### config.mk
export PLATFORM = sky130hd
export DESIGN_NAME = spi_tune_loader_flat
export DESIGN_NICKNAME = d
export VERILOG_FILES = /design/src/rtl/spi_tune_loader_if.sv /design/src/rtl/spi_tune_loader.sv /design/src/flat_wrapper.sv
export SDC_FILE = /design/constraint.sdc
export NUM_CORES = 1
export LEC_CHECK = 0
export ABC_AREA = 1
export BUFFER_PORTS_ARGS = -buffer_cell sky130_fd_sc_hd__buf_4
export CAP_MARGIN = 0
export CORE_ASPECT_RATIO = 1.25
export CORE_MARGIN = 2
export CORE_UTILIZATION = 55
export CTS_CLUSTER_DIAMETER = 150
export DETAILED_ROUTE_END_ITERATION = 6
export PLACE_DENSITY = 0.8
export REMOVE_ABC_BUFFERS = 1
export SYNTH_ARGS = -nofsm -noshare
export SYNTH_HDL_FRONTEND = slang
export SYNTH_SLANG_ARGS = --single-unit
### constraint.sdc
create_clock -name clk -period 3.3 [get_ports clk]
set_clock_uncertainty 0.1 [all_clocks]
set_input_delay 0.825 -clock clk [delete_from_list [all_inputs] [get_ports clk]]
set_output_delay 0.825 -clock clk [all_outputs]
set_load 0.05 [all_outputs]
### src/rtl/spi_tune_loader_if.sv
// SPI bus from the microcontroller into the tune loader.
// The master side drives all three wires. The loader only listens.
interface spi_tune_loader_if;
   logic sck;
   logic sdi;
   logic cs_n;

   modport master (output sck, output sdi, output cs_n);
   modport slave  (input  sck, input  sdi, input  cs_n);
endinterface

### src/rtl/spi_tune_loader.sv
// SPI slave that collects a note/tempo frame and commits it atomically to the tune block.
// Only a frame of exactly FRAME_BITS bits reaches the outputs. Any other length sets frame_err.
module spi_tune_loader #(
   parameter int NUM_NOTES   = 6,
   parameter int SPEED_BYTES = 5,
   parameter int FRAME_BITS  = (NUM_NOTES + SPEED_BYTES) * 8
) (
   input  logic                  clk,
   input  logic                  reset_n,
   spi_tune_loader_if.slave      bus,
   output logic [7:0]            sd0,
   output logic [7:0]            sd1,
   output logic [7:0]            sd2,
   output logic [7:0]            sd3,
   output logic [7:0]            sd4,
   output logic [7:0]            sd5,
   output logic [35:0]           clockSpeed,
   output logic                  start,
   output logic                  frame_err
);

   localparam logic [6:0] CNT_MAX   = 7'd127;
   localparam logic [6:0] FRAME_CNT = 7'(FRAME_BITS);

   typedef enum logic [1:0] {IDLE, SHIFT, COMMIT} state_t;

   state_t                          state_q, state_d;
   logic [2:0]                      sck_sync_q, sck_sync_d;
   logic [2:0]                      cs_sync_q, cs_sync_d;
   logic [1:0]                      sdi_sync_q, sdi_sync_d;
   logic [6:0]                      bit_cnt_q, bit_cnt_d;
   logic [FRAME_BITS-1:0]           shadow_q, shadow_d;
   logic [NUM_NOTES-1:0][7:0]       notes_q, notes_d;
   logic [35:0]                     clock_speed_q, clock_speed_d;
   logic                            start_q, start_d;
   logic                            frame_err_q, frame_err_d;

   logic                            sck_rise;
   logic                            cs_fall;
   logic                            cs_rise;

   assign sck_rise = sck_sync_q[1] & ~sck_sync_q[2];
   assign cs_fall  = ~cs_sync_q[1] & cs_sync_q[2];
   assign cs_rise  = cs_sync_q[1] & ~cs_sync_q[2];

   always_comb begin
      state_d       = state_q;
      sck_sync_d    = {sck_sync_q[1:0], bus.sck};
      cs_sync_d     = {cs_sync_q[1:0], bus.cs_n};
      sdi_sync_d    = {sdi_sync_q[0], bus.sdi};
      bit_cnt_d     = bit_cnt_q;
      shadow_d      = shadow_q;
      notes_d       = notes_q;
      clock_speed_d = clock_speed_q;
      start_d       = start_q;
      frame_err_d   = frame_err_q;

      case (state_q)
         IDLE: begin
            if (cs_fall) begin
               bit_cnt_d = 7'd0;
               state_d   = SHIFT;
            end
         end

         SHIFT: begin
            // The end of the frame takes priority, so an sck edge in the same cycle is dropped.
            if (cs_rise) begin
               if (bit_cnt_q == FRAME_CNT) begin
                  start_d = 1'b0;
                  state_d = COMMIT;
               end else begin
                  frame_err_d = 1'b1;
                  state_d     = IDLE;
               end
            end else if (sck_rise) begin
               shadow_d = {shadow_q[FRAME_BITS-2:0], sdi_sync_q[1]};
               if (bit_cnt_q != CNT_MAX) begin
                  bit_cnt_d = bit_cnt_q + 7'd1;
               end
            end
         end

         COMMIT: begin
            for (int i = 0; i < NUM_NOTES; i++) begin
               notes_d[i] = shadow_q[FRAME_BITS-1-8*i -: 8];
            end
            clock_speed_d = shadow_q[35:0];
            frame_err_d   = 1'b0;
            start_d       = 1'b1;
            state_d       = IDLE;
         end

         default: state_d = IDLE;
      endcase
   end

   // cs_n synchronisers reset low. A frame that is still in progress when reset releases
   // therefore produces no falling edge, and its remaining bits are ignored.
   always_ff @(posedge clk or negedge reset_n) begin
      if (!reset_n) begin
         state_q       <= IDLE;
         sck_sync_q    <= 3'b000;
         cs_sync_q     <= 3'b000;
         sdi_sync_q    <= 2'b00;
         bit_cnt_q     <= 7'd0;
         shadow_q      <= '0;
         notes_q       <= '0;
         clock_speed_q <= 36'd0;
         start_q       <= 1'b0;
         frame_err_q   <= 1'b0;
      end else begin
         state_q       <= state_d;
         sck_sync_q    <= sck_sync_d;
         cs_sync_q     <= cs_sync_d;
         sdi_sync_q    <= sdi_sync_d;
         bit_cnt_q     <= bit_cnt_d;
         shadow_q      <= shadow_d;
         notes_q       <= notes_d;
         clock_speed_q <= clock_speed_d;
         start_q       <= start_d;
         frame_err_q   <= frame_err_d;
      end
   end

   assign sd0        = notes_q[0];
   assign sd1        = notes_q[1];
   assign sd2        = notes_q[2];
   assign sd3        = notes_q[3];
   assign sd4        = notes_q[4];
   assign sd5        = notes_q[5];
   assign clockSpeed = clock_speed_q;
   assign start      = start_q;
   assign frame_err  = frame_err_q;

endmodule

### src/flat_wrapper.sv
// flat-port wrapper written by rule: the top's interface ports become plain ports
module spi_tune_loader_flat 
#(
   parameter int NUM_NOTES   = 6,
   parameter int SPEED_BYTES = 5,
   parameter int FRAME_BITS  = (NUM_NOTES + SPEED_BYTES) * 8
)
  (clk, reset_n, sd0, sd1, sd2, sd3, sd4, sd5, clockSpeed, start, frame_err, bus_sck, bus_sdi, bus_cs_n);
  spi_tune_loader_if bus_i ();
  input  logic clk;
  input  logic reset_n;
  output logic [7:0] sd0;
  output logic [7:0] sd1;
  output logic [7:0] sd2;
  output logic [7:0] sd3;
  output logic [7:0] sd4;
  output logic [7:0] sd5;
  output logic [35:0] clockSpeed;
  output logic start;
  output logic frame_err;
  input wire logic [$bits(bus_i.sck)-1:0] bus_sck;
  input wire logic [$bits(bus_i.sdi)-1:0] bus_sdi;
  input wire logic [$bits(bus_i.cs_n)-1:0] bus_cs_n;
  assign bus_i.sck = bus_sck;
  assign bus_i.sdi = bus_sdi;
  assign bus_i.cs_n = bus_cs_n;
  spi_tune_loader #(.NUM_NOTES(NUM_NOTES), .SPEED_BYTES(SPEED_BYTES), .FRAME_BITS(FRAME_BITS)) u_core (.clk(clk), .reset_n(reset_n), .bus(bus_i), .sd0(sd0), .sd1(sd1), .sd2(sd2), .sd3(sd3), .sd4(sd4), .sd5(sd5), .clockSpeed(clockSpeed), .start(start), .frame_err(frame_err));
endmodule
# After elaboration in Yosys (flattened, before gate mapping)
# Index checks and enable logic that the tools add are counted.
# word_totals
regBits	191
output_inout_bits	86
# op_classes
eq_ne	11
reduce_logical	8
add_sub_neg	1
mux	15
bitwise_logic	7
# op_table
cell	count
two-way mux 7 bit	4
one-hot mux 7 bit (2 select lines)	1
inequality test 2 x 1 -> 1 bit (second input constant)	5
AND reduction 3 bit	3
adder 7 x 1 -> 7 bit (second input constant)	1
== test 7 bit (second input constant)	1
inequality test 7 bit (second input constant)	1
two-way mux 2 bit	3
AND reduction 5 bit	1
two-way mux 1 bit	4
inequality test 2 bit (second input constant)	2
NOT 1 bit	4
one-hot mux 1 bit (2 select lines)	2
one-hot mux 2 bit (2 select lines)	1
nonzero test 2 bit	2
bitwise AND 1 bit	3
== test 2 x 1 -> 1 bit (second input constant)	1
== test 2 bit (second input constant)	1
zero test 2 bit	1
AND reduction 2 bit	1

# Longest topological paths before layout
# Gate-level depths: netlist of the first run.
# depth
word_depth	5
mapped_depth	8
depth_no_buf	8

# Worst setup path before layout of the first run
# No wires, ideal clock.
# synth_timing
path_kind	flip-flop to output port
from	reg u_core.clock_speed_q[0], in the netlist u_core.clockSpeed[0]
to	out clockSpeed[0]
path_slack_ps	1775
required_time_ps	2375
path_stages_with_launch	1
t_arrival_ps	600
n_path_buf	0
cell_sequence	dfrtp_1
# synth_lines
element	line_no	rtl
start: declaration	spi_tune_loader.sv:34	logic [35:0] clock_speed_q, clock_speed_d;
start signal: assignment	spi_tune_loader.sv:120	clock_speed_q <= clock_speed_d;
end: declaration	flat_wrapper.sv:18	output logic [35:0] clockSpeed;
# No word-level cell between the ends.

# Final worst setup path of the first run
# layout_timing
from	reg u_core.state_q[1]
to	reg u_core.shadow_q[14]
# layout_via
elab_chain_cells	2
# layout_rtl
element	line_no	rtl
start: declaration	spi_tune_loader.sv:27	state_t state_q, state_d;
start signal: assignment	spi_tune_loader.sv:113	state_q <= state_d;
== test 2 x 1 -> 1 bit	spi_tune_loader.sv:58	case (state_q)
AND reduction 3 bit (no line)	--	
end signal: assignment	spi_tune_loader.sv:118	shadow_q <= shadow_d;
end: declaration	spi_tune_loader.sv:32	logic [FRAME_BITS-1:0] shadow_q, shadow_d;
# Every way passes these cells.
# A chain may end at the register's enable or synchronous reset.

==> results.cfg, run 1 <==
[run_status]
status = finished, final reports clean

[finish]
synthToLayoutAreaGrowth_pct = 17.57
multi_input_area_mm2 = 0.002106
seq_area_mm2 = 0.004780
drive_gt1_share_pct = 22.90
n_antenna_cell = 0
nets = 828
fillers = 1054

[floorplanning]
fp.dieH_um = 134.5
start_util_pct = 56.36
ios = 91
rows = 47
dieArea_mm2 = 0.01458
core_mm2 = 0.01329
die_x_um = 108.4

[min_path]
hold_depth = 0
hold-path-endpoint = u_core.sdi_sync_q[1]
min_from = u_core.sdi_sync_q[0]
hold_class = reg -> reg

[sta]
fmax_mhz = 475.8
slew_headroom_pct = 24.52
layout_min_cycle_time_ns = 2.102
drv_slew = 0
finalHoldViolCount = 0
setup_tns_ns = 0
period_share_pct = 63.69
hold_ws_ns = 0.2513
finalSetupViolCount = 0
rsz0062_at_grt = false
fin_ws_ns = 1.198
worst_slew_pin_slew_ns = 1.132

[pwr]
p_comb_share_pct = 6.9
leakage_nw = 4.163
p_sw_share_pct = 24.90
power.density_mw_per_mm2 = 554.6
clock_power_share_pct = 42.2
finalPower_w = 0.004884
vdd_drop_max_mv = 0.2983
pwr-share-seq_pct = 50.9
power.net_switching_w = 0.001216
p_int_w = 0.003668

[clocking]
cts_root_buffer = clkbuf_16
clock_path_buffers = 2
cts_resized = 0
clock_latency_ns = 0.42
post_cts_buffers = 0
clk_pin_slew_ns = 0.07
cts_buffers = 17
cts_hold_buffers = 0
cts_sinks = 191
tritoncts = yes
h-tree-depth = 4

[route]
drc = 0
drtPass1Iterations = 4
ant_nets = 0
avgViaCountPerCell = 5.016
routed_wirelength_um = 13630
wl_per_cell_um = 13.57
drtIter0Drc = 250
num_vias = 5041

[global_route]
grt_max_degree = 174
top_usage_layer = met2
use_met1_pct = 27.59
met2_usage_pct = 33.75
first_global_vias = 5107
grt_pass1_wl_um = 23960
gr-total-overflow = 0
gr-usage-met3_pct = 4.151
grt_use_total_pct = 20.70
antenna_found_initial = 0

[critical_path]
rrSetupSlack_ns = 1.20
r2r-start = u_core.state_q[1]
critPathMaxFanout = 173
crit_type = reg -> reg
arrival_ns = 2.27
worst-r2r-cell-count = 6
required_ns = 3.47
end_kind = register
start_kind = register
regToRegEndpoint = u_core.shadow_q[14]

[placed_design]
post-place-ws_ns = 1.216
hpwl_um = 8760
port-buffer-count = 90
place_congestion = 0.8046

[synthesis]
synthCells = 744
yosysTopAreaCell = dfrtp_1
synth_area_mm2 = 0.007491
yosysSeqAreaShare_pct = 63.80
avgSynthCellArea_um2 = 10.07
synthTopCellsByArea = dfrtp_1 (64%), nand2_1 (10%), o21ai_2 (6.1%), o21ai_0 (5.7%), inv_1 (4.8%)
synth.distinct_cells = 24
synth-warning-count = 0
synth_seq_cells = 191
yosys.area.top_type_share_pct = 63.80

[run]
maxCapViolCount = 0
[area by class of cell]
| class | count | share of cell area (%) |
|---|---|---|
| clock buffer | 17 | 4.830 |
| clock inverter | 15 | 1.975 |
| inverter | 97 | 4.134 |
| multi-input combinational | 419 | 23.91 |
| sequential | 191 | 54.27 |
| tap | 171 | 2.429 |
| timing repair buffer | 95 | 8.453 |
[worst max-delay path by stage]
stage | start | to | depth (start not counted) | slack, ns
3_3_place_gp | u_core.state_q[1] | u_core.shadow_q[0] | 6 | 1.30
2_1_floorplan | u_core.cs_sync_q[2] | u_core.shadow_q[10] | 5 | 0.25
6_report | u_core.state_q[1] | u_core.shadow_q[14] | 6 | 1.20
4_1_cts | u_core.state_q[1] | u_core.shadow_q[40] | 6 | 1.20
5_1_grt | u_core.state_q[1] | u_core.shadow_q[40] | 6 | 1.04
3_5_place_dp | u_core.state_q[1] | u_core.shadow_q[40] | 6 | 1.22
[cell usage after synthesis, drive strengths merged]
cell type  instances
ha                 2
nand3b             1
inv               97
o21ai            168
nor2              17
a21oi              2
nor3               2
buf               32
nand2            210
nand3             15
nand4              1
clkbuf             5
dfrtp            191
mux2               1
[critical path, cell delays in order (launching register included)]
cell	delay [ns]
dfrtp_1	0.42
inv_2	0.09
nand2_4	0.09
nor2_8	0.18
nand2_8	0.58
nand2_1	0.30
o21ai_2	0.09
[sequential cells by signal, indices dropped and copies added, names as in the netlist]
register and cells:
u_core.bit_cnt_q 7, u_core.clockSpeed 36, u_core.cs_sync_q 3, u_core.frame_err 1, u_core.sck_sync_q 3, u_core.sd0 8
u_core.sd1 8, u_core.sd2 8, u_core.sd3 8, u_core.sd4 8, u_core.sd5 8, u_core.sdi_sync_q 2
u_core.shadow_q 88, u_core.start 1, u_core.state_q 2
[kinds of logic (layout without fill, tap and decap cells)]
family                     count (synthesis)  after routing  synth area share, %
muxes                                      1              1               0.1503
and+or+nand+nor                          246            246                13.31
DFF                                      191            191                63.80
AOI/OAI and AO/OA                        170            170                14.06
adders and majority gates                  2              2               0.3340
buffers and inverters                    134            224                8.335
[layer usage]
layer | vias to the layer above | part of all wire [%]
li1 | 2481 | -
met1 | 2424 | 43
met5 | - | 0
met2 | 110 | 51
met4 | 0 | 1.7
met3 | 26 | 3.6
[per-stage QoR]
step | cell area (um^2) | cells | util [%]
finish | 8807 | 1005 | 66.27
global route | 8807 | 1005 | 66.27
CTS | 8807 | 1005 | 66.27
detailed placement | 8208 | 973 | 61.76
global placement | 8208 | 973 | 61.76
floorplan | 7231 | 707 | -
[power by group through the flow]
stage | logic, W | registers, W | clock network, W
detailed placement | 0.000335 | 0.00253 | 0
floorplan | 0.000225 | 0.00252 | 0
global placement | 0.000316 | 0.00253 | 0
CTS | 0.000340 | 0.00249 | 0.00211
finish | 0.000335 | 0.00249 | 0.00206
global route | 0.000386 | 0.00250 | 0.00221
[placed cells by master (no fill, tap or decap), types with 2 or more instances in the layout]
cell / n
o21ai_2: 52
inv_8: 3
ha_1: 2
inv_1: 96
o21ai_1: 31
nand3_1: 14
inv_6: 4
a21oi_2: 2
o21ai_0: 85
nand2_1: 206
dfrtp_1: 191
clkinv_4: 4
nor2_1: 14
clkinv_2: 2
buf_12: 2
nor3_1: 2
nand2_4: 2
buf_4: 92
clkbuf_16: 17
bufinv_16: 2
Note: power is estimated with default switching activity, not from simulation.
==> run 2: changes to the inputs <==
--- a/config.mk
+++ b/config.mk
@@ -5,7 +5,7 @@
 export SDC_FILE = /design/constraint.sdc
 export NUM_CORES = 1
 export LEC_CHECK = 0
-export ABC_AREA = 1
+export ABC_AREA = 0
 export BUFFER_PORTS_ARGS = -buffer_cell sky130_fd_sc_hd__buf_4
 export CAP_MARGIN = 0
 export CORE_ASPECT_RATIO = 1.25
==> constraint.sdc (replaced) <==
create_clock -name clk -period 2.1 [get_ports clk]
set_clock_uncertainty 0.1 [all_clocks]
set_input_delay 0.525 -clock clk [delete_from_list [all_inputs] [get_ports clk]]
set_output_delay 0.525 -clock clk [all_outputs]
set_load 0.05 [all_outputs]
==> results.cfg, run 2 <==
[run_status]
status = finished, final reports clean

[finish]
max_flop_register = u_core.shadow_q
layout_common_cells = dfrtp_1 (191), mux2_2 (172), buf_4 (93)
n_antenna_cell = 0
layout_commonest_cell = dfrtp_1
drive_gt1_share_pct = 56.18
nets = 544
largest_reg_flops = 88
finalNonFillerCells = 718
synthToLayoutAreaGrowth_pct = 21.77

[floorplanning]
fp.dieH_um = 131.6
ios = 91
die_x_um = 106.1
core_mm2 = 0.01272
start_util_pct = 56.30
rows = 46
dieArea_mm2 = 0.01395

[global_route]
antenna_found_initial = 0
grt_use_total_pct = 18.95
first_global_vias = 4103
grt_pass1_wl_um = 20820
grt_max_degree = 60
gr-total-overflow = 0

[critical_path]
slowest_delay_ns = 0.43
end_kind = register
slowest_stage = dfrtp_1
crit_family = simple AND/OR/NAND/NOR gates
critical_path_buf_inv_count = 1
critPathMaxFanout = 24
required_ns = 2.30
arrival_ns = 2.10
crit_type = reg -> reg
start_kind = register
crit_chain = and2b_2 > nand4b_4 > buf_4 > mux2_2

[sta]
period_share_pct = 90.37
drv_slew = 0
finalHoldViolCount = 0
setup_tns_ns = 0
layout_min_cycle_time_ns = 1.898
finalSetupViolCount = 0
rsz0062_at_grt = false
slew_headroom_pct = 62.33
worst_slew_pin_slew_ns = 0.5607
fmax_mhz = 527.0

[pwr]
leakage_nw = 4.622
vdd_drop_max_mv = 0.5080
power.density_mw_per_mm2 = 850.8

[synthesis]
synth_seq_cells = 191
synthTopCellsByCount = dfrtp_1 (191), mux2_2 (172), buf_2 (18)
synthTopCellsByArea = dfrtp_1 (67%), mux2_2 (27%), buf_2 (1.3%), nand2_1 (0.47%), inv_1 (0.42%)
yosysMostFrequentCell = dfrtp_1
yosysTopAreaCell = dfrtp_1
yosys.area.top_type_share_pct = 66.75
synthCells = 436
avgSynthCellArea_um2 = 16.42
synth-warning-count = 0
async_flop_share_pct = 100.0
yosysSeqAreaShare_pct = 66.75
synth.distinct_cells = 28
synth_edf_count = 0
synthFlopType = dfrtp_1
synth_area_mm2 = 0.007161

[min_path]
hold_class = in -> reg

[placed_design]
hpwl_um = 8001
place_congestion = 0.7445
numPlacedInstances = 685
port-buffer-count = 90

[clocking]
clock_latency_ns = 0.42
cts_resized = 0
cts_root_buffer = clkbuf_16
tritoncts = yes
cts_buffers = 17
clock_path_buffers = 2
post_cts_buffers = 0
cts_sinks = 191
h-tree-depth = 4
clk_pin_slew_ns = 0.07

[route]
drt-met1-wl_um = 5170
wl_per_cell_um = 17.01
drtPass1Iterations = 4
num_vias = 3827
avgViaCountPerCell = 5.330
routed_wirelength_um = 12210
wl_met2_um = 6368
ant_nets = 0
wl_met3_um = 490
drc = 0
drtIter0Drc = 125
topRoutingLayerUsed = met4

[run]
maxCapViolCount = 0
run 2: changes by cell type after synthesis, sizes merged, moves of 11 or more:
cell / before / now
o21ai: 168 / 6
nand2: 210 / 9
nor2: 17 / 1
nand3: 15 / 4
mux2: 1 / 172
buf: 32 / 19
inv: 97 / 8
run 2: cell type report:
class	instances	area (um^2)
Fill cell	865	4000
Inverter	8	30.03
Clock buffer	18	429.2
Tap cell	168	210.2
Sequential cell	191	4780
Clock inverter	14	155.1
Multi-Input combinational cell	217	2253
Timing Repair Buffer	102	862.1
run 2: worst paths after layout:
check                      cells past startpoint  slack (ns)                    to                  from
max in group asynchronous                      3        0.75   u_core.shadow_q[70]               reset_n
min reg2reg                                    0        0.25  u_core.sdi_sync_q[1]  u_core.sdi_sync_q[0]
max reg2reg                                    4        0.20   u_core.shadow_q[66]     u_core.state_q[1]
min                                            1        0.11  u_core.sdi_sync_q[0]               bus_sdi
max                                            4        0.20   u_core.shadow_q[66]     u_core.state_q[1]
min in group asynchronous                      2        0.55         u_core.sd0[6]               reset_n
run 2: logic make-up after synthesis:
logic type / synth area share [%]
DFF: 66.75
muxes: 27.19
buffers and inverters: 1.887
and+or+nand+nor: 2.324
AOI/OAI and AO/OA: 1.503
adders and majority gates: 0.3494
run 2: power breakdown:
group	total, W	switching [W]	internal, W
Clock	0.00317	0.00140	0.00177
Combinational	0.000367	0.000208	0.000159
Sequential	0.00388	0.0000934	0.00379
Total	0.00742	0.00170	0.00572
run 2: repair_timing:
| action | CTS | global route |
|---|---|---|
| hold buffers | 1 | 0 |
| setup endpoints to repair | 0 | 0 |
| hold endpoints to repair | 39 | 0 |
run 2: stage by stage:
stage	setup WS (ns)	total power (W)	hold WS (ns)	instance area, um^2	util [%]
after floorplan	-1.043	0.004135	0.1294	7056	-
after global placement	0.3019	0.004289	0.2353	8125	63.88
after detailed placement	0.2187	0.004321	0.2379	8125	63.88
after CTS	0.1985	0.007485	0.09501	8720	68.55
after global routing	0.1180	0.007687	0.08475	8720	68.55
final	0.2023	0.007418	0.1113	8720	68.55
run 2: metal layers:
| metal | global-route usage [%] | up-vias |
|---|---|---|
| met5 | 0 | - |
| li1 | - | 1740 |
| met1 | 23.85 | 1983 |
| met4 | 7.310 | 0 |
| met2 | 31.40 | 83 |
| met3 | 5.060 | 21 |
